**src/rtl/control_sequencer.sv**
```systemverilog
// SAP-1 micro-step sequencer: T0..T4 step counter plus opcode/flag decode into the control word.
// Optional SEQ_SHORT_CYCLE_EN: wrap to T0 right after each instruction's last non-empty step.
module control_sequencer #(
  parameter int STEP_WIDTH = 3
) (
  input  logic                  clk,
  input  logic                  rst_n,
  input  logic                  clk_en,
  input  logic [3:0]            i_opcode,
  input  logic                  i_flag_carry,
  input  logic                  i_flag_zero,
  output logic [STEP_WIDTH-1:0] o_step,
  output logic                  o_pc_out,
  output logic                  o_pc_count,
  output logic                  o_pc_load,
  output logic                  o_mar_load,
  output logic                  o_ram_out,
  output logic                  o_ram_load,
  output logic                  o_ir_load,
  output logic                  o_ir_out,
  output logic                  o_a_load,
  output logic                  o_a_out,
  output logic                  o_b_load,
  output logic                  o_alu_out,
  output logic                  o_alu_sub,
  output logic                  o_flags_load,
  output logic                  o_out_load,
  output logic                  o_halt
);

  typedef enum logic [STEP_WIDTH-1:0] {T0, T1, T2, T3, T4} step_t;

  typedef struct packed {
    logic pc_out, pc_count, pc_load, mar_load, ram_out, ram_load, ir_load, ir_out;
    logic a_load, a_out, b_load, alu_out, alu_sub, flags_load, out_load, halt;
  } ctrl_t;

  localparam logic [3:0] OP_LDA = 4'h1, OP_ADD = 4'h2, OP_SUB = 4'h3, OP_STA = 4'h4;
  localparam logic [3:0] OP_LDI = 4'h5, OP_JMP = 4'h6, OP_JC  = 4'h7, OP_JZ  = 4'h8;
  localparam logic [3:0] OP_OUT = 4'hE, OP_HLT = 4'hF;
  localparam logic [STEP_WIDTH-1:0] STEP_ONE = 1;

`ifdef SEQ_SHORT_CYCLE_EN
  localparam bit SHORT_CYCLE = 1'b1;
`else
  localparam bit SHORT_CYCLE = 1'b0;
`endif

  step_t step_reg, step_next, last_step, stop_step;
  logic  halted_reg, halted_next;
  ctrl_t dec, ctrl;

  always_ff @(posedge clk) begin
    if (!rst_n) begin
      step_reg   <= T0;
      halted_reg <= 1'b0;
    end else begin
      step_reg   <= step_next;
      halted_reg <= halted_next;
    end
  end

  always_comb begin
    dec       = '0;
    last_step = T2;
    unique case (step_reg)
      T0:      begin dec.pc_out = 1'b1; dec.mar_load = 1'b1; end
      T1:      begin dec.ram_out = 1'b1; dec.ir_load = 1'b1; dec.pc_count = 1'b1; end
      default: ;
    endcase
    // Execute phase; NOP and the undefined opcodes fall through to default and drive nothing.
    case (i_opcode)
      OP_LDA, OP_STA: begin
        last_step = T3;
        if (step_reg == T2) begin dec.ir_out = 1'b1; dec.mar_load = 1'b1; end
        if (step_reg == T3) begin
          if (i_opcode == OP_LDA) begin dec.ram_out = 1'b1; dec.a_load = 1'b1; end
          else begin dec.a_out = 1'b1; dec.ram_load = 1'b1; end
        end
      end
      OP_ADD, OP_SUB: begin
        last_step = T4;
        if (step_reg == T2) begin dec.ir_out = 1'b1; dec.mar_load = 1'b1; end
        if (step_reg == T3) begin dec.ram_out = 1'b1; dec.b_load = 1'b1; end
        if (step_reg == T4) begin
          dec.alu_out    = 1'b1;
          dec.a_load     = 1'b1;
          dec.flags_load = 1'b1;
          dec.alu_sub    = (i_opcode == OP_SUB);
        end
      end
      OP_LDI: if (step_reg == T2) begin dec.ir_out = 1'b1; dec.a_load = 1'b1; end
      OP_JMP, OP_JC, OP_JZ: begin
        if (step_reg == T2 && (i_opcode == OP_JMP ||
                               (i_opcode == OP_JC && i_flag_carry) ||
                               (i_opcode == OP_JZ && i_flag_zero))) begin
          dec.ir_out  = 1'b1;
          dec.pc_load = 1'b1;
        end
      end
      OP_OUT: if (step_reg == T2) begin dec.a_out = 1'b1; dec.out_load = 1'b1; end
      OP_HLT: if (step_reg == T2) dec.halt = 1'b1;
      default: ;
    endcase

    // Once halted only the halt line stays up, whatever the IR now holds.
    ctrl = dec;
    if (halted_reg) begin
      ctrl      = '0;
      ctrl.halt = 1'b1;
    end

    stop_step   = SHORT_CYCLE ? last_step : T4;
    step_next   = step_reg;
    halted_next = halted_reg;
    if (clk_en && !halted_reg) begin
      if (ctrl.halt)                 halted_next = 1'b1;
      else if (step_reg >= stop_step) step_next  = T0;
      else                           step_next  = step_t'(step_reg + STEP_ONE);
    end

    if (!rst_n) ctrl = '0;
  end

  assign o_step       = rst_n ? step_reg : '0;
  assign o_pc_out     = ctrl.pc_out;
  assign o_pc_count   = ctrl.pc_count;
  assign o_pc_load    = ctrl.pc_load;
  assign o_mar_load   = ctrl.mar_load;
  assign o_ram_out    = ctrl.ram_out;
  assign o_ram_load   = ctrl.ram_load;
  assign o_ir_load    = ctrl.ir_load;
  assign o_ir_out     = ctrl.ir_out;
  assign o_a_load     = ctrl.a_load;
  assign o_a_out      = ctrl.a_out;
  assign o_b_load     = ctrl.b_load;
  assign o_alu_out    = ctrl.alu_out;
  assign o_alu_sub    = ctrl.alu_sub;
  assign o_flags_load = ctrl.flags_load;
  assign o_out_load   = ctrl.out_load;
  assign o_halt       = ctrl.halt;

endmodule

```
**config.mk**
```make
export PLATFORM = sky130hd
export DESIGN_NAME = control_sequencer
export DESIGN_NICKNAME = d
export VERILOG_FILES = /design/src/rtl/control_sequencer.sv
export SDC_FILE = /design/constraint.sdc
export NUM_CORES = 1
export LEC_CHECK = 0
export CORE_ASPECT_RATIO = 0.9
export CORE_MARGIN = 3
export CORE_UTILIZATION = 29
export CTS_CLUSTER_SIZE = 16
export DETAILED_ROUTE_END_ITERATION = 10
export PLACE_DENSITY_LB_ADDON = 0.3
export SLEW_MARGIN = 25
export SYNTH_ARGS = -nofsm -noshare
export SYNTH_HDL_FRONTEND = slang
export SYNTH_SLANG_ARGS = --single-unit
```
**constraint.sdc**
```tcl
create_clock -name clk -period 1.6 [get_ports clk]
set_input_delay 0.32 -clock clk [delete_from_list [all_inputs] [get_ports clk]]
set_output_delay 0.32 -clock clk [all_outputs]
set_load 0.005 [all_outputs]
```
; ---- Yosys cells after proc, flatten, opt, wreduce, memory -nomap -nowiden
; Index checks and enable logic that the tools add are counted.
[word_totals]
word_cells = 61
input_bits = 9
ff_bits = 4
out_inout_bits = 19
[classes]
n_mux = 28
bitwise = 1
eq_ne = 14
magnitude_cmp = 1
addsub = 1
n_reduce_logical = 14
[ops]
columns = operator, n
row1 = 16-bit 2-to-1 mux, 2
row2 = 4-bit by 3-bit equality test with 1-bit output (second input constant), 4
row3 = 1-bit 2-to-1 mux, 15
row4 = 4-bit equality test (second input constant), 3
row5 = 3-bit 2-to-1 mux, 3
row6 = 4-bit by 2-bit equality test with 1-bit output (second input constant), 2
row7 = 3-bit by 2-bit equality test with 1-bit output (second input constant), 2
row8 = 2-bit 2-to-1 mux, 3
row9 = 1-bit one-hot mux with 3 select lines, 2
row10 = 4-bit by 1-bit equality test with 1-bit output (second input constant), 1
row11 = 1-bit logical AND, 4
row12 = 4-bit 2-to-1 mux, 1
row13 = 2-bit one-hot mux with 2 select lines, 1
row14 = 2-bit AND reduction, 2
row15 = 2-bit OR reduction, 2
row16 = 4-bit OR reduction, 1
row17 = 3-bit by 1-bit adder with 3-bit output (second input constant), 1
row18 = 3-bit by 1-bit equality test with 1-bit output (second input constant), 1
row19 = 3-bit equality test (second input constant), 1
row20 = 3-bit >= comparator (second input constant), 1
row21 = 3-bit logical NOT, 1
row22 = 3-bit OR reduction, 1
row23 = 1-bit logical OR, 2
row24 = 1-bit one-hot mux with 2 select lines, 1
row25 = other kinds (2), 2

; ---- Longest topological paths before layout
; Gate-level depths: netlist (run 1).
[depth]
word_depth = 10
ltp_mapped = 5
depth_no_buf = 5

; ---- Worst setup path before layout (run 1)
; Ideal clock, no wire load.
[synth_timing]
path_type = reg-to-output
from = register step_reg[0]
to = output port o_a_out
arrival_ns = 1.233
slack_ns = 0.047
required_time_ns = 1.280
stages_incl_launch_ff = 6
n_path_buf = 0
cell_sequence = dfxtp_1 -> ha_1 -> ha_1 -> nand4bb_1 -> or2_2 -> a21oi_1
[synth_via]
elab_chain_len = 5
word_cells_on_any_way = 7
cone_classes = eq/ne: 2 / mux: 5
[synth_lines]
columns = element, line
row1 = start: declaration, 49  ; step_t step_reg, step_next, last_step, stop_step;
row2 = start signal: assignment, 58  ; step_reg <= step_next;
row3 = "3-bit by 2-bit equality test with 1-bit output, on equally long branches", "101, 76"
row4 = 1-bit 2-to-1 mux / 2-bit 2-to-1 mux (equally long branches), "101, 76"
row5 = 1-bit one-hot mux with 2 select lines *, 72  ; case (i_opcode)
row6 = 16-bit 2-to-1 mux *, 108  ; if (halted_reg) begin
row7 = 16-bit 2-to-1 mux *, 122  ; if (!rst_n) ctrl = '0;
row8 = end: declaration, 22  ; output logic o_a_out,
; Mark *: on every way between the ends. The rest lies on a longest branch, timed or not.

; ---- Worst setup path in the final report (run 1)
[layout_timing]
from = register step_reg[1]
to = output port o_a_load
[layout_via]
elab_chain_len = 5
word_cells_on_any_way = 9
cone_classes = eq/ne: 3 / mux: 6
[layout_lines]
columns = element, line
row1 = "3-bit by 2-bit equality test with 1-bit output, or another cell as far along", 92  ; OP_LDI: if (step_reg == T2) begin dec.ir_out = 1'b1; dec.a_load = 1'b1; end
row2 = "2-bit 2-to-1 mux, or another cell as far along", 92
row3 = 1-bit one-hot mux with 3 select lines *, 72
row4 = 16-bit 2-to-1 mux *, 108
row5 = 16-bit 2-to-1 mux *, 122
row6 = end: declaration, 21  ; output logic o_a_load,
; Marks and branches as above.

==> impl_metrics.py, run 1 <==
metrics = {
    "place": {
        "place_area_sq_um": 1040,
        "post-dp-hpwl_mm": 1.34,
        "place_congestion": 0.740,
        "io_buffers": 27,
    },
    "timing": {
        "holdWs_ns": 0.578,
        "hold_violations": 0,
        "slew-limit-headroom_pct": 80.2,
        "fmax_ghz": 0.545,
        "fin_skew_ns": 0.00104,
        "finalSetupViolCount": 14,
        "worst_slack_ns": -0.234,
        "final_max_slew_viol_count": 0,
        "final.period_utilization_pct": 115,
        "grt_setup_unrepaired": "true",
        "layout_min_cycle_time_ns": 1.83,
        "worst_slew_pin_slew_ns": 0.296,
    },
    "route": {
        "wl_per_cell_um": 12.3,
        "viasPerCell": 4.89,
        "vias": 748,
        "route.detailed.drc": 0,
        "drt_wl_total_mm": 1.88,
        "ant_nets": 0,
        "drt_iter0_drc": 2,
        "first_pass_iters": 2,
    },
    "critical_path": {
        "path_cells": "buf_6 > inv_4 > ha_4 > nand2_4 > or3_4 > a21oi_2 > buf_2",
        "crit_fanout": 3,
        "critical_path_class": "flip-flop to output pin",
        "cp_top_family": "simple AND/OR/NAND/NOR gates",
        "cpMaxStageDelayCell": "dfxtp_4",
        "cpPeakStageDelay_ns": 0.35,
        "worstPathRequired_ns": 1.28,
        "critical_path.endpoint_type": "output pin",
        "worstSetupStartpointType": "flip-flop",
        "worst_ep_arrival_time_ns": 1.51,
        "cp_num_buf_inv": 3,
    },
    "global_route": {
        "grt_pass1_wl_mm": 3.16,
        "grt.total_usage_pct": 15.7,
        "grt_max_degree": 9,
        "grt_antenna_before_repair": 0,
        "gr-total-overflow": 0,
        "grt_pass1_vias": 766,
    },
    "power": {
        "vdd_drop_max_mv": 0.385,
        "p_int_uw": 342,
        "power_uw": 491,
        "p_comb_share_pct": 51.8,
        "clkPwrFrac_pct": 25.1,
        "leakage_nw": 0.563,
        "p_per_area_nw_per_um2": 389,
        "p_sw_share_pct": 30.4,
        "p_seq_share_pct": 23.2,
        "switching_power_uw": 150,
    },
    "synth": {
        "synthTopCellsByCount": "and2_1 (6), inv_1 (6), ha_1 (5)",
        "syn_nets": 91,
        "syn-cell-area_sq_um": 616,
        "synth_top_area_share_pct": 13.0,
        "synth_seq_cells": 4,
        "synth-warning-count": 0,
        "synth.avg_cell_area_sq_um": 7.99,
        "synth_edf_count": 0,
        "syn_inst": 77,
        "yosysSeqAreaShare_pct": 13.0,
        "synthFlopType": "dfxtp_1",
        "synth_top_cell_by_area": "dfxtp_1",
        "ys_top_cells_by_area": "dfxtp_1 (13%), ha_1 (10%), mux2_4 (7.3%)",
        "yosysUniqueCellTypes": 34,
        "async_flop_share_pct": 0,
    },
    "final_layout": {
        "largest_register_ff_count": 3,
        "fin_area_sq_um": 1260,
        "nets": 144,
        "drive_gt1_share_pct": 64.8,
        "multi_input_area_sq_um": 627,
        "utilization_pct": 64.1,
        "n_antenna_cell": 0,
        "fillers": 170,
        "seqCellArea_sq_um": 88.8,
        "area.growth.synth_to_final_pct": 105,
    },
    "clock_network": {
        "clk_latency_ns": 0.23,
        "cts_buffers": 3,
        "cts.path.max_buffers": 2,
        "cts.htree.levels": 1,
        "cts_root_buf": "clkbuf_4",
        "cts_tree": "done",
        "cts_num_sinks": 4,
        "path_clk_slew_ns": 0.04,
    },
    "die": {
        "die_w_um": 54.6,
        "ios": 28,
        "rows": 15,
        "fp.dieH_um": 49.7,
        "die-area_sq_um": 2710,
        "core_region_area_sq_um": 1970,
        "initial_core_util_pct": 31.2,
    },
    "status": {
        "violations": "negative setup slack",
        "status": "finished, violations left",
    },
    "run": {
        "drv_cap": 0,
    },
    "min_path": {
        "hold_path_class": "input pin to flip-flop",
    },
}
==> through the flow <==
stage	TNS, ns	worst slack (ns)	instances
CTS	-2.17	-0.268	152
global placement	-12.83	-0.771	144
finish	-2.21	-0.234	153
floorplan	0	0.0466	77
global route	-3.39	-0.304	153
detailed placement	-12.98	-0.777	144
==> worst reg2reg max path: stages (launching register included) <==
cell,delay [ns]
dfxtp_4,0.35
inv_2,0.11
ha_4,0.17
nand2b_4,0.06
buf_4,0.14
o311a_4,0.33
mux2_4,0.30
==> what timing repair did <==
item | in CTS | in global routing
setup endpoints to repair | 22 | 19
pin swaps | 11 | 3
resized for setup | 114 | 12
hold buffers | 0 | 0
buffers inserted | 5 | 1
==> layer usage <==
metal	vias to the layer above	track usage [%]	routed length (um)
met1	343	17.1	782
met5	-	0	0
li1	371	-	-
met4	0	10.4	63
met3	8	0.906	86
met2	26	27.7	947
==> logic make-up after synthesis <==
family                     synth area share, %
and+or+nand+nor                           43.1
muxes                                     7.32
DFF                                       13.0
AOI/OAI and AO/OA                         15.4
adders and majority gates                 10.2
buffers and inverters                     11.0
==> area by class of cell <==
cell class	count	share of cell area, %
Clock buffer	3	1.78
Inverter	6	1.98
Timing Repair Buffer	55	37.1
Sequential cell	4	7.04
Tap cell	25	2.48
Multi-Input combinational cell	60	49.7
==> worst paths after layout <==
check / from / endpoint / slack [ns] / depth (start not counted)
setup / recovery: step_reg[1] / o_a_load / -0.23 / 7
setup reg to reg: step_reg[0] / step_reg[2] / 0.02 / 6
hold / removal: rst_n / halted_reg / 0.58 / 3
hold reg to reg: halted_reg / halted_reg / 0.71 / 2
==> power by group through the flow <==
stage,Combinational [mW],Sequential [mW],Clock (mW)
2_1_floorplan,0.0928,0.112,0
3_3_place_gp,0.194,0.112,0
3_5_place_dp,0.196,0.112,0
4_1_cts,0.227,0.114,0.131
5_1_grt,0.279,0.115,0.133
6_report,0.254,0.114,0.123
==> layout by cell type (no fill, tap or decap), drive strengths merged <==
| master | count |
|---|---|
| clkbuf | 3 |
| and3 | 2 |
| nand2b | 4 |
| a21oi | 3 |
| a31oi | 1 |
| clkdlybuf4s50 | 3 |
| nand4b | 1 |
| and4bb | 1 |
| nand4bb | 1 |
| and2 | 6 |
| nor2b | 1 |
| nand2 | 5 |
| nor4 | 2 |
| nor3b | 2 |
| nor2 | 4 |
| a211o | 2 |
| clkdlybuf4s15 | 6 |
| mux2 | 3 |
| o211ai | 1 |
| o21ai | 1 |
| buf | 42 |
| inv | 6 |
| ha | 5 |
| or3 | 1 |
| nand3 | 1 |
| and3b | 1 |
| o311a | 1 |
| dfxtp | 4 |
| nor3 | 4 |
| nor4bb | 1 |
| o21a | 3 |
| or2 | 3 |
| dlygate4sd2 | 4 |
No activity file was read; power rests on OpenSTA's default activity.
==> run 2, diff against run 1 <==
- CORE_ASPECT_RATIO: 0.9 -> 1.4
==> run 2 against run 1 <==
The flow still finishes with violations (negative setup slack). Cell area shrank 1.3%. Cell count shrank 3.9%. Via count shrank 1.6%. Clock skew is essentially flat. Sequential cell count is the same. Critical endpoint unchanged. Highest routed layer unchanged.
==> impl_metrics.py, run 2 (synthesis gave the netlist of run 1 again) <==
metrics = {
    "clock_network": {
        "clk_latency_ns": 0.23,
        "path_clk_slew_ns": 0.04,
        "cts_root_buf": "clkbuf_4",
        "cts_num_sinks": 4,
        "cts.htree.levels": 1,
        "cts_tree": "done",
        "cts.path.max_buffers": 2,
        "cts_buffers": 3,
    },
    "timing": {
        "fmax_ghz": 0.540,
        "layout_min_cycle_time_ns": 1.85,
        "hold_violations": 0,
        "holdWs_ns": 0.604,
        "final_max_slew_viol_count": 0,
        "fin_skew_ns": 0.000611,
        "final.period_utilization_pct": 116,
        "finalSetupViolCount": 15,
        "grt_setup_unrepaired": "true",
        "worst_slack_ns": -0.252,
        "slew-limit-headroom_pct": 80.6,
        "worst_slew_pin_slew_ns": 0.289,
    },
    "route": {
        "vias": 736,
        "drt_iter0_drc": 6,
        "drt_wl_total_mm": 1.99,
        "viasPerCell": 5.01,
        "route.detailed.drc": 0,
        "ant_nets": 0,
        "first_pass_iters": 4,
        "wl_per_cell_um": 13.5,
    },
    "final_layout": {
        "largest_register_ff_count": 3,
        "drive_gt1_share_pct": 67.5,
        "fin_area_sq_um": 1250,
        "nets": 142,
        "area.growth.synth_to_final_pct": 102,
        "n_antenna_cell": 0,
        "final_common_cell": "buf_4",
        "final_cell_mix": "buf_4 (19), buf_2 (15), buf_6 (9)",
    },
    "critical_path": {
        "worst_ep_arrival_time_ns": 1.53,
        "cp-startpoint": "step_reg[1]",
        "crit_fanout": 3,
        "critical_path.endpoint_type": "output pin",
        "worstSetupStartpointType": "flip-flop",
        "worstPathRequired_ns": 1.28,
        "critical_path_class": "flip-flop to output pin",
        "worstReg2RegStart": "step_reg[1]",
    },
    "die": {
        "die-area_sq_um": 2720,
        "rows": 19,
        "die_w_um": 44.9,
        "ios": 28,
        "fp.dieH_um": 60.5,
        "core_region_area_sq_um": 2000,
        "initial_core_util_pct": 30.8,
    },
    "min_path": {
        "min-delay-start": "rst_n",
        "hold_path_class": "input pin to flip-flop",
    },
    "power": {
        "vdd_drop_max_mv": 0.391,
        "power_uw": 482,
        "leakage_nw": 0.573,
        "p_seq_share_pct": 23.8,
        "clkPwrFrac_pct": 26.3,
        "switching_power_uw": 159,
        "p_per_area_nw_per_um2": 387,
        "p_sw_share_pct": 33.0,
        "p_comb_share_pct": 49.9,
        "p_int_uw": 323,
    },
    "place": {
        "place_area_sq_um": 1040,
        "io_buffers": 27,
        "post-dp-hpwl_mm": 1.30,
        "dp_slack_ns": -0.797,
        "place_congestion": 0.858,
    },
    "global_route": {
        "gr-total-overflow": 0,
        "grt_pass1_vias": 700,
        "grt_pass1_wl_mm": 3.08,
        "grt_max_degree": 8,
        "grt.total_usage_pct": 15.1,
        "grt_antenna_before_repair": 0,
    },
    "run": {
        "drv_cap": 0,
    },
    "status": {
        "status": "finished, violations left",
        "violations": "negative setup slack",
    },
}
==> run 2: power groups by stage <==
stage	registers (mW)	logic (mW)	clock network (mW)
finish	0.115	0.241	0.127
global route	0.116	0.261	0.137
CTS	0.115	0.224	0.131
detailed placement	0.112	0.194	0
global placement	0.112	0.194	0
floorplan	0.112	0.0928	0
==> run 2: what timing repair did <==
action                     in CTS  in global routing
setup buffers                   4                  1
pin swaps                      15                 18
gates resized for setup       113                 23
hold buffers                    0                  0
gates cloned                    1                  0
setup endpoints to repair      22                 20
==> run 2: final cells by class <==
type	count	area, sq um
clock buffer	3	22.5
timing repair buffer	53	414
fill	163	751
inverter	6	27.5
multi-input combinational	60	668
sequential	4	87.6
tap	21	26.3
==> run 2: layer usage <==
metal,vias up,global-route usage [%],wire length (um)
li1,369,-,-
met1,336,15.7,730
met2,27,29.4,1130
met4,0,6.28,25
met3,4,1.48,101
met5,-,0,0
==> run 2: path summary, 6_finish.rpt <==
kind         slack (ns)           to  cells past startpoint
min                0.60   halted_reg                      3
max               -0.25     o_a_load                      7
min reg2reg        0.66   halted_reg                      2
max reg2reg           0  step_reg[0]                      6
==> run 2: worst max-delay path: stages (launching register included) <==
cell and delay, ns:
dfxtp_4 0.35, buf_6 0.13, inv_4 0.06, ha_4 0.14, nand2_4 0.05, or3_4 0.33, a21oi_2 0.13, buf_2 0.12
==> run 2: through the flow <==
step,setup TNS [ns],std cells,utilization (%)
finish,-1.61,147,62.4
floorplan,0,77,-
global placement,-13.47,141,52.1
detailed placement,-13.46,141,52.1
CTS,-2.09,147,59.6
global route,-2.74,147,62.4
==> run 3, diff against run 2 <==
- CORE_ASPECT_RATIO: 1.4 -> default
- CORE_UTILIZATION: 29 -> 35
==> run 3 against run 2 <==
The flow still finishes with violations (negative setup slack). Sequential power about the same. Largest power group unchanged. Fmax decreased by 2.2%. Critical path depth unchanged.
==> impl_metrics.py, run 3 (synthesis gave the netlist of run 1 again) <==
metrics = {
    "status": {
        "status": "finished, violations left",
        "violations": "negative setup slack",
    },
    "die": {
        "ios": 28,
        "initial_core_util_pct": 39.0,
        "core_region_area_sq_um": 1580,
        "die_w_um": 47.9,
        "die-area_sq_um": 2300,
        "rows": 14,
        "fp.dieH_um": 47.9,
    },
    "final_layout": {
        "fin_area_sq_um": 1260,
        "largest_register_ff_count": 3,
        "final_common_cell": "buf_4",
        "utilization_pct": 80.2,
        "nets": 145,
        "area.growth.synth_to_final_pct": 105,
        "multi_input_area_sq_um": 643,
        "stdcell_count": 145,
        "seqCellArea_sq_um": 88.8,
        "drive_gt1_share_pct": 68.2,
        "final_cell_mix": "buf_4 (19), buf_2 (12), buf_6 (12)",
        "n_antenna_cell": 0,
        "fillers": 99,
    },
    "critical_path": {
        "rr_worst_depth": 8,
        "worst_ep_arrival_time_ns": 1.57,
        "critical_path.endpoint_type": "output pin",
        "crit_fanout": 3,
        "critical_path_class": "flip-flop to output pin",
        "rrSetupSlack_ns": -0.12,
        "worstSetupStartpointType": "flip-flop",
        "worstReg2RegEnd": "step_reg[1]",
        "worstPathRequired_ns": 1.28,
        "worstReg2RegStart": "step_reg[0]",
    },
    "power": {
        "p_seq_share_pct": 22.0,
        "switching_power_uw": 183,
        "p_int_uw": 353,
        "p_sw_share_pct": 34.2,
        "p_comb_share_pct": 52.2,
        "clkPwrFrac_pct": 25.8,
        "vdd_drop_max_mv": 0.457,
        "leakage_nw": 0.586,
        "p_per_area_nw_per_um2": 424,
        "power_uw": 536,
    },
    "clock_network": {
        "cts_tree": "done",
        "cts_root_buf": "clkbuf_4",
        "hold_buffers": 0,
        "clk_latency_ns": 0.25,
        "cts.path.max_buffers": 2,
        "cts.htree.levels": 1,
        "path_clk_slew_ns": 0.05,
        "cts_num_sinks": 4,
        "cts_buffers": 3,
    },
    "timing": {
        "grt_setup_unrepaired": "true",
        "final_max_slew_viol_count": 0,
        "holdWs_ns": 0.513,
        "slew-limit-headroom_pct": 71.1,
        "worst_slack_ns": -0.294,
        "finalSetupViolCount": 19,
        "fin_skew_ns": 0.0132,
        "fmax_ghz": 0.528,
        "worst_slew_pin_slew_ns": 0.430,
        "layout_min_cycle_time_ns": 1.89,
        "hold_violations": 0,
        "final.period_utilization_pct": 118,
    },
    "place": {
        "place_congestion": 0.829,
        "post-dp-hpwl_mm": 1.32,
        "place_area_sq_um": 1030,
        "io_buffers": 27,
        "dp.cells": 135,
    },
    "run": {
        "drv_cap": 0,
    },
    "route": {
        "drt_wl_total_mm": 2.45,
        "first_pass_iters": 4,
        "route.detailed.drc": 0,
        "wl_met2_mm": 1.22,
        "ant_nets": 0,
        "wl_per_cell_um": 16.9,
        "viasPerCell": 5.48,
        "vias": 794,
        "routed.top_layer": "met4",
        "wl_met1_mm": 1.03,
        "wl_met3_um": 101,
        "drt_iter0_drc": 20,
    },
    "global_route": {
        "grt_pass1_wl_mm": 3.39,
        "grt_pass1_vias": 780,
        "grt_antenna_before_repair": 0,
        "gr-total-overflow": 0,
        "grt_max_degree": 9,
        "grt.total_usage_pct": 21.3,
    },
    "min_path": {
        "hold_depth": 3,
        "min_to": "halted_reg",
        "min-delay-start": "rst_n",
        "hold_path_class": "input pin to flip-flop",
    },
}
run 3: changes by cell type in the layout (fill, tap and decap cells not counted), moves of 2 or more:
cell	delta
inv_4	-2
nor2_4	-2
buf_6	+3
buf_2	-3
dlygate4sd2_1	+3
run 3: critical path, cell delays in order, from the launching register on:
cell	delay (ns)
dfxtp_4	0.36
ha_4	0.16
ha_4	0.15
nand4bb_1	0.13
buf_4	0.15
nor3_2	0.04
or2_1	0.20
buf_2	0.12
run 3: power groups by stage:
| stage | combinational [mW] | clock, mW | sequential (mW) |
|---|---|---|---|
| floorplan | 0.0928 | 0 | 0.112 |
| global placement | 0.191 | 0 | 0.113 |
| detailed placement | 0.196 | 0 | 0.113 |
| CTS | 0.245 | 0.144 | 0.117 |
| global route | 0.297 | 0.153 | 0.119 |
| finish | 0.279 | 0.138 | 0.118 |
run 3: worst max path at each step:
stage / from / to / cells after the start / slack (ns)
6_report: step_reg[0] / o_ram_out / 7 / -0.29
5_1_grt: step_reg[0] / o_a_load / 7 / -0.35
4_1_cts: step_reg[1] / o_ram_out / 7 / -0.31
3_5_place_dp: i_opcode[1] / o_mar_load / 6 / -0.81
3_3_place_gp: i_opcode[1] / o_mar_load / 6 / -0.74
2_1_floorplan: step_reg[0] / o_a_out / 5 / 0.05
run 3: layout make-up:
class                           instances  share of cell area (%)
Sequential cell                         4                    7.03
Tap cell                               16                    1.58
Multi-Input combinational cell         60                    50.9
Timing Repair Buffer                   56                    36.5
Inverter                                6                    2.18
Clock buffer                            3                    1.78
run 3: metal layers:
layer  vias to the layer above  GRT usage, %
li1                        373             -
met1                       374          24.3
met2                        33          35.9
met3                        14          5.26
met4                         0          11.3
met5                         -             0
run 3: timing repair:
item                                    in CTS  in global routing
pin swaps                                   16                 13
endpoints found under the setup margin      22                 20
setup buffers                                7                  2
resized for setup                          113                 19
run 3: stage by stage:
step	TNS, ns	setup slack [ns]
after floorplan	0	0.0466
after global placement	-12.28	-0.744
after detailed placement	-12.59	-0.807
after CTS	-3.11	-0.312
after global routing	-4.15	-0.353
final	-3.13	-0.294
==> RTL edit, RTL diff (settings of run 1) <==
`STEP_WIDTH`: 3 -> 5.
--- a/src/rtl/control_sequencer.sv
+++ b/src/rtl/control_sequencer.sv
@@ -1,7 +1,7 @@
 // SAP-1 micro-step sequencer: T0..T4 step counter plus opcode/flag decode into the control word.
 // Optional SEQ_SHORT_CYCLE_EN: wrap to T0 right after each instruction's last non-empty step.
 module control_sequencer #(
-  parameter int STEP_WIDTH = 3
+  parameter int STEP_WIDTH = 5
 ) (
   input  logic                  clk,
   input  logic                  rst_n,
Ports: changed (resized o_step); port bits go from 28 to 30. The function was not compared with the original's and may differ.
==> RTL edit against run 1 <==
- the run still ends with negative setup slack left
- worst setup slack better by 0.034 ns
- cell area is 8.0% higher
- total power increased by 13%
- area after synthesis up 5.1%
- first-iteration DRC count grew to 3.0 times the old value
- wire length is 31% higher
- combinational power about the same
- sequential power grew 44%
- maximum frequency rose by 1.9%
- sequential cell count up 2
- largest cell class unchanged
- sequential share of layout area up 2.8 points
- critical path type unchanged
==> RTL edit: results (changes against run 1) <==
Parameter                              Value

Global route
  Overall Global Routing Usage ... 0.1825 (was 0.1568)
  First-pass GRT wire length ... 4.153 mm (was 3.160 mm)
  Number of global-route vias before repair ... 895 (was 766)

Detailed routing
  Total vias in the final route ... 830 (was 748)
  TritonRoute pass-1 iters ... 4 (was 2)
  Drt first-iter violations ... 6 (was 2)

STA
  TNS Setup ... -1.505 ns (was -2.213 ns)
  Final setup fails ... 19 (was 14)
  Worst Hold Slack ... 0.5796 ns (was 0.5777 ns)
  Worst rel slew slack ... 0.8256 (was 0.8019)
  Final setup slack of the worst path ... -0.2003 ns (was -0.2342 ns)
  Worst clock skew on the final layout ... 0.001771 ns (was 0.001042 ns)

Critical path
  Reg-to-reg setup timing slack ... -0.08 ns (was 0.02 ns)
  Critical path data arrival time ... 1.48 ns (was 1.51 ns)
  Worst-path fanout max ... 5 (was 3)
  Highest cell delay on the worst timing path ... 0.38 ns (was 0.35 ns)
  Top delay family on crit path ... flip-flops (was simple AND/OR/NAND/NOR gates)

Placed design
  Placed instance count ... 151 (was 144)
  Post-DP HPWL ... 1.495 mm (was 1.336 mm)
  Port-buffer cells ... 29 (was 27)
  Post-placement cell area ... 0.001091 sq mm (was 0.001037 sq mm)
  Weighted congestion reported at the end of routability-driven placement ... 0.7833 (was 0.7395)

Pwr
  Leak pwr ... 0.6754 nW (was 0.5625 nW)

Logic synthesis
  Most common library cells after synthesis ... sky130_fd_sc_hd__and2_1 (7), sky130_fd_sc_hd__and3_1 (6), sky130_fd_sc_hd__dfxtp_1 (6), sky130_fd_sc_hd__inv_1 (6), sky130_fd_sc_hd__nand2_1 (5) (was sky130_fd_sc_hd__and2_1 (6), sky130_fd_sc_hd__inv_1 (6), sky130_fd_sc_hd__ha_1 (5))
  Post-synthesis cell type count ... 33 (was 34)
  Cell types occupying the most area after synthesis ... sky130_fd_sc_hd__dfxtp_1 (19%), sky130_fd_sc_hd__ha_1 (7.7%), sky130_fd_sc_hd__and2_1 (6.8%) (was sky130_fd_sc_hd__dfxtp_1 (13%), sky130_fd_sc_hd__ha_1 (10%), sky130_fd_sc_hd__mux2_4 (7.3%))
  Syn_nets ... 96 (was 91)

Clock network
  CTS-repair resized insts ... 138 (was 114)
  Post-CTS repair timing setup buffer count ... 11 (was 5)

Finish
  Number of standard cells in the final layout excluding fillers ... 166 (was 153)
  Fraction of layout instances using a drive strength above 1 ... 0.6525 (was 0.6484)
  Flip-flop count of the largest register after layout ... 5 (was 3)

Status
  Outcome ... complete, but fails checks (unchanged)
  Violated checks ... negative setup slack (unchanged)
==> RTL edit: changes by cell type in the layout (fill, tap and decap cells not counted), moves of 3 or more <==
cell,delta
sky130_fd_sc_hd__nor3_2,-3
sky130_fd_sc_hd__nor2b_1,+3
sky130_fd_sc_hd__and3_4,+3
sky130_fd_sc_hd__a21oi_1,+3
sky130_fd_sc_hd__buf_4,+6
sky130_fd_sc_hd__buf_2,+5
sky130_fd_sc_hd__a21oi_2,-3
sky130_fd_sc_hd__and2_1,+3
sky130_fd_sc_hd__clkdlybuf4s15_2,-3
sky130_fd_sc_hd__o21a_1,-3
==> RTL edit: per-layer routing <==
metal | wire [um] | vias up | global-route usage
met5 | 0 | - | 0
li1 | - | 415 | -
met4 | 0 | 0 | 0.05263
met3 | 85 | 0 | 0.02057
met1 | 1054 | 399 | 0.2095
met2 | 1318 | 16 | 0.3524
==> RTL edit: kinds of logic (layout without fill, tap and decap cells) <==
kind of cell,count (synthesis),in the layout,synth area share
buf+inv,14,72,0.1064
flops,6,6,0.1857
compound gates,12,12,0.1489
mux,4,4,0.07930
fa+ha+maj,4,4,0.07737
simple gates,43,43,0.4023
==> RTL edit: worst max-delay path by stage <==
stage	startpoint	end	slack (ns)	cells past startpoint
global route	step_reg[1]	o_a_load	-0.26	6
finish	step_reg[1]	o_a_load	-0.20	6
global placement	i_opcode[0]	o_pc_load	-0.82	5
detailed placement	i_opcode[1]	o_a_load	-0.83	5
CTS	step_reg[1]	o_a_load	-0.18	6
floorplan	step_reg[0]	step_reg[1]	0.03	5
==> RTL edit: worst reg2reg max path: cells and delay by family, from the launching register on <==
kind	cells	cell delay (ns)
flip-flops	1	0.36
AO/OA/AOI/OAI	1	0.34
multiplexers	1	0.30
buffers and inverters	2	0.23
adder cells (fa/ha/maj)	1	0.16
AND/OR/NAND/NOR	1	0.16
==> RTL edit: cell type report <==
class / count / area (sq um)
Tap cell: 25 / 31.28
Timing Repair Buffer: 63 / 509.2
Fill cell: 178 / 644.4
Sequential cell: 6 / 133.9
Multi-Input combinational cell: 63 / 639.4
Clock buffer: 3 / 22.52
Inverter: 6 / 27.53
==> RTL edit: report_power, final <==
| group | total, mW | switching (mW) | internal (mW) |
|---|---|---|---|
| clock | 0.137 | 0.0528 | 0.0847 |
| combinational | 0.254 | 0.109 | 0.145 |
| sequential | 0.164 | 0.00964 | 0.154 |
| total | 0.555 | 0.171 | 0.384 |
==> RTL edit: stage by stage <==
step / setup slack (ns) / util / power, mW
final: -0.2003 / 0.6791 / 0.5548
after global routing: -0.2598 / 0.6791 / 0.5943
after CTS: -0.1766 / 0.6567 / 0.5492
after detailed placement: -0.8318 / 0.5433 / 0.3515
after global placement: -0.8197 / 0.5433 / 0.3487
after floorplan: 0.02517 / - / 0.2489
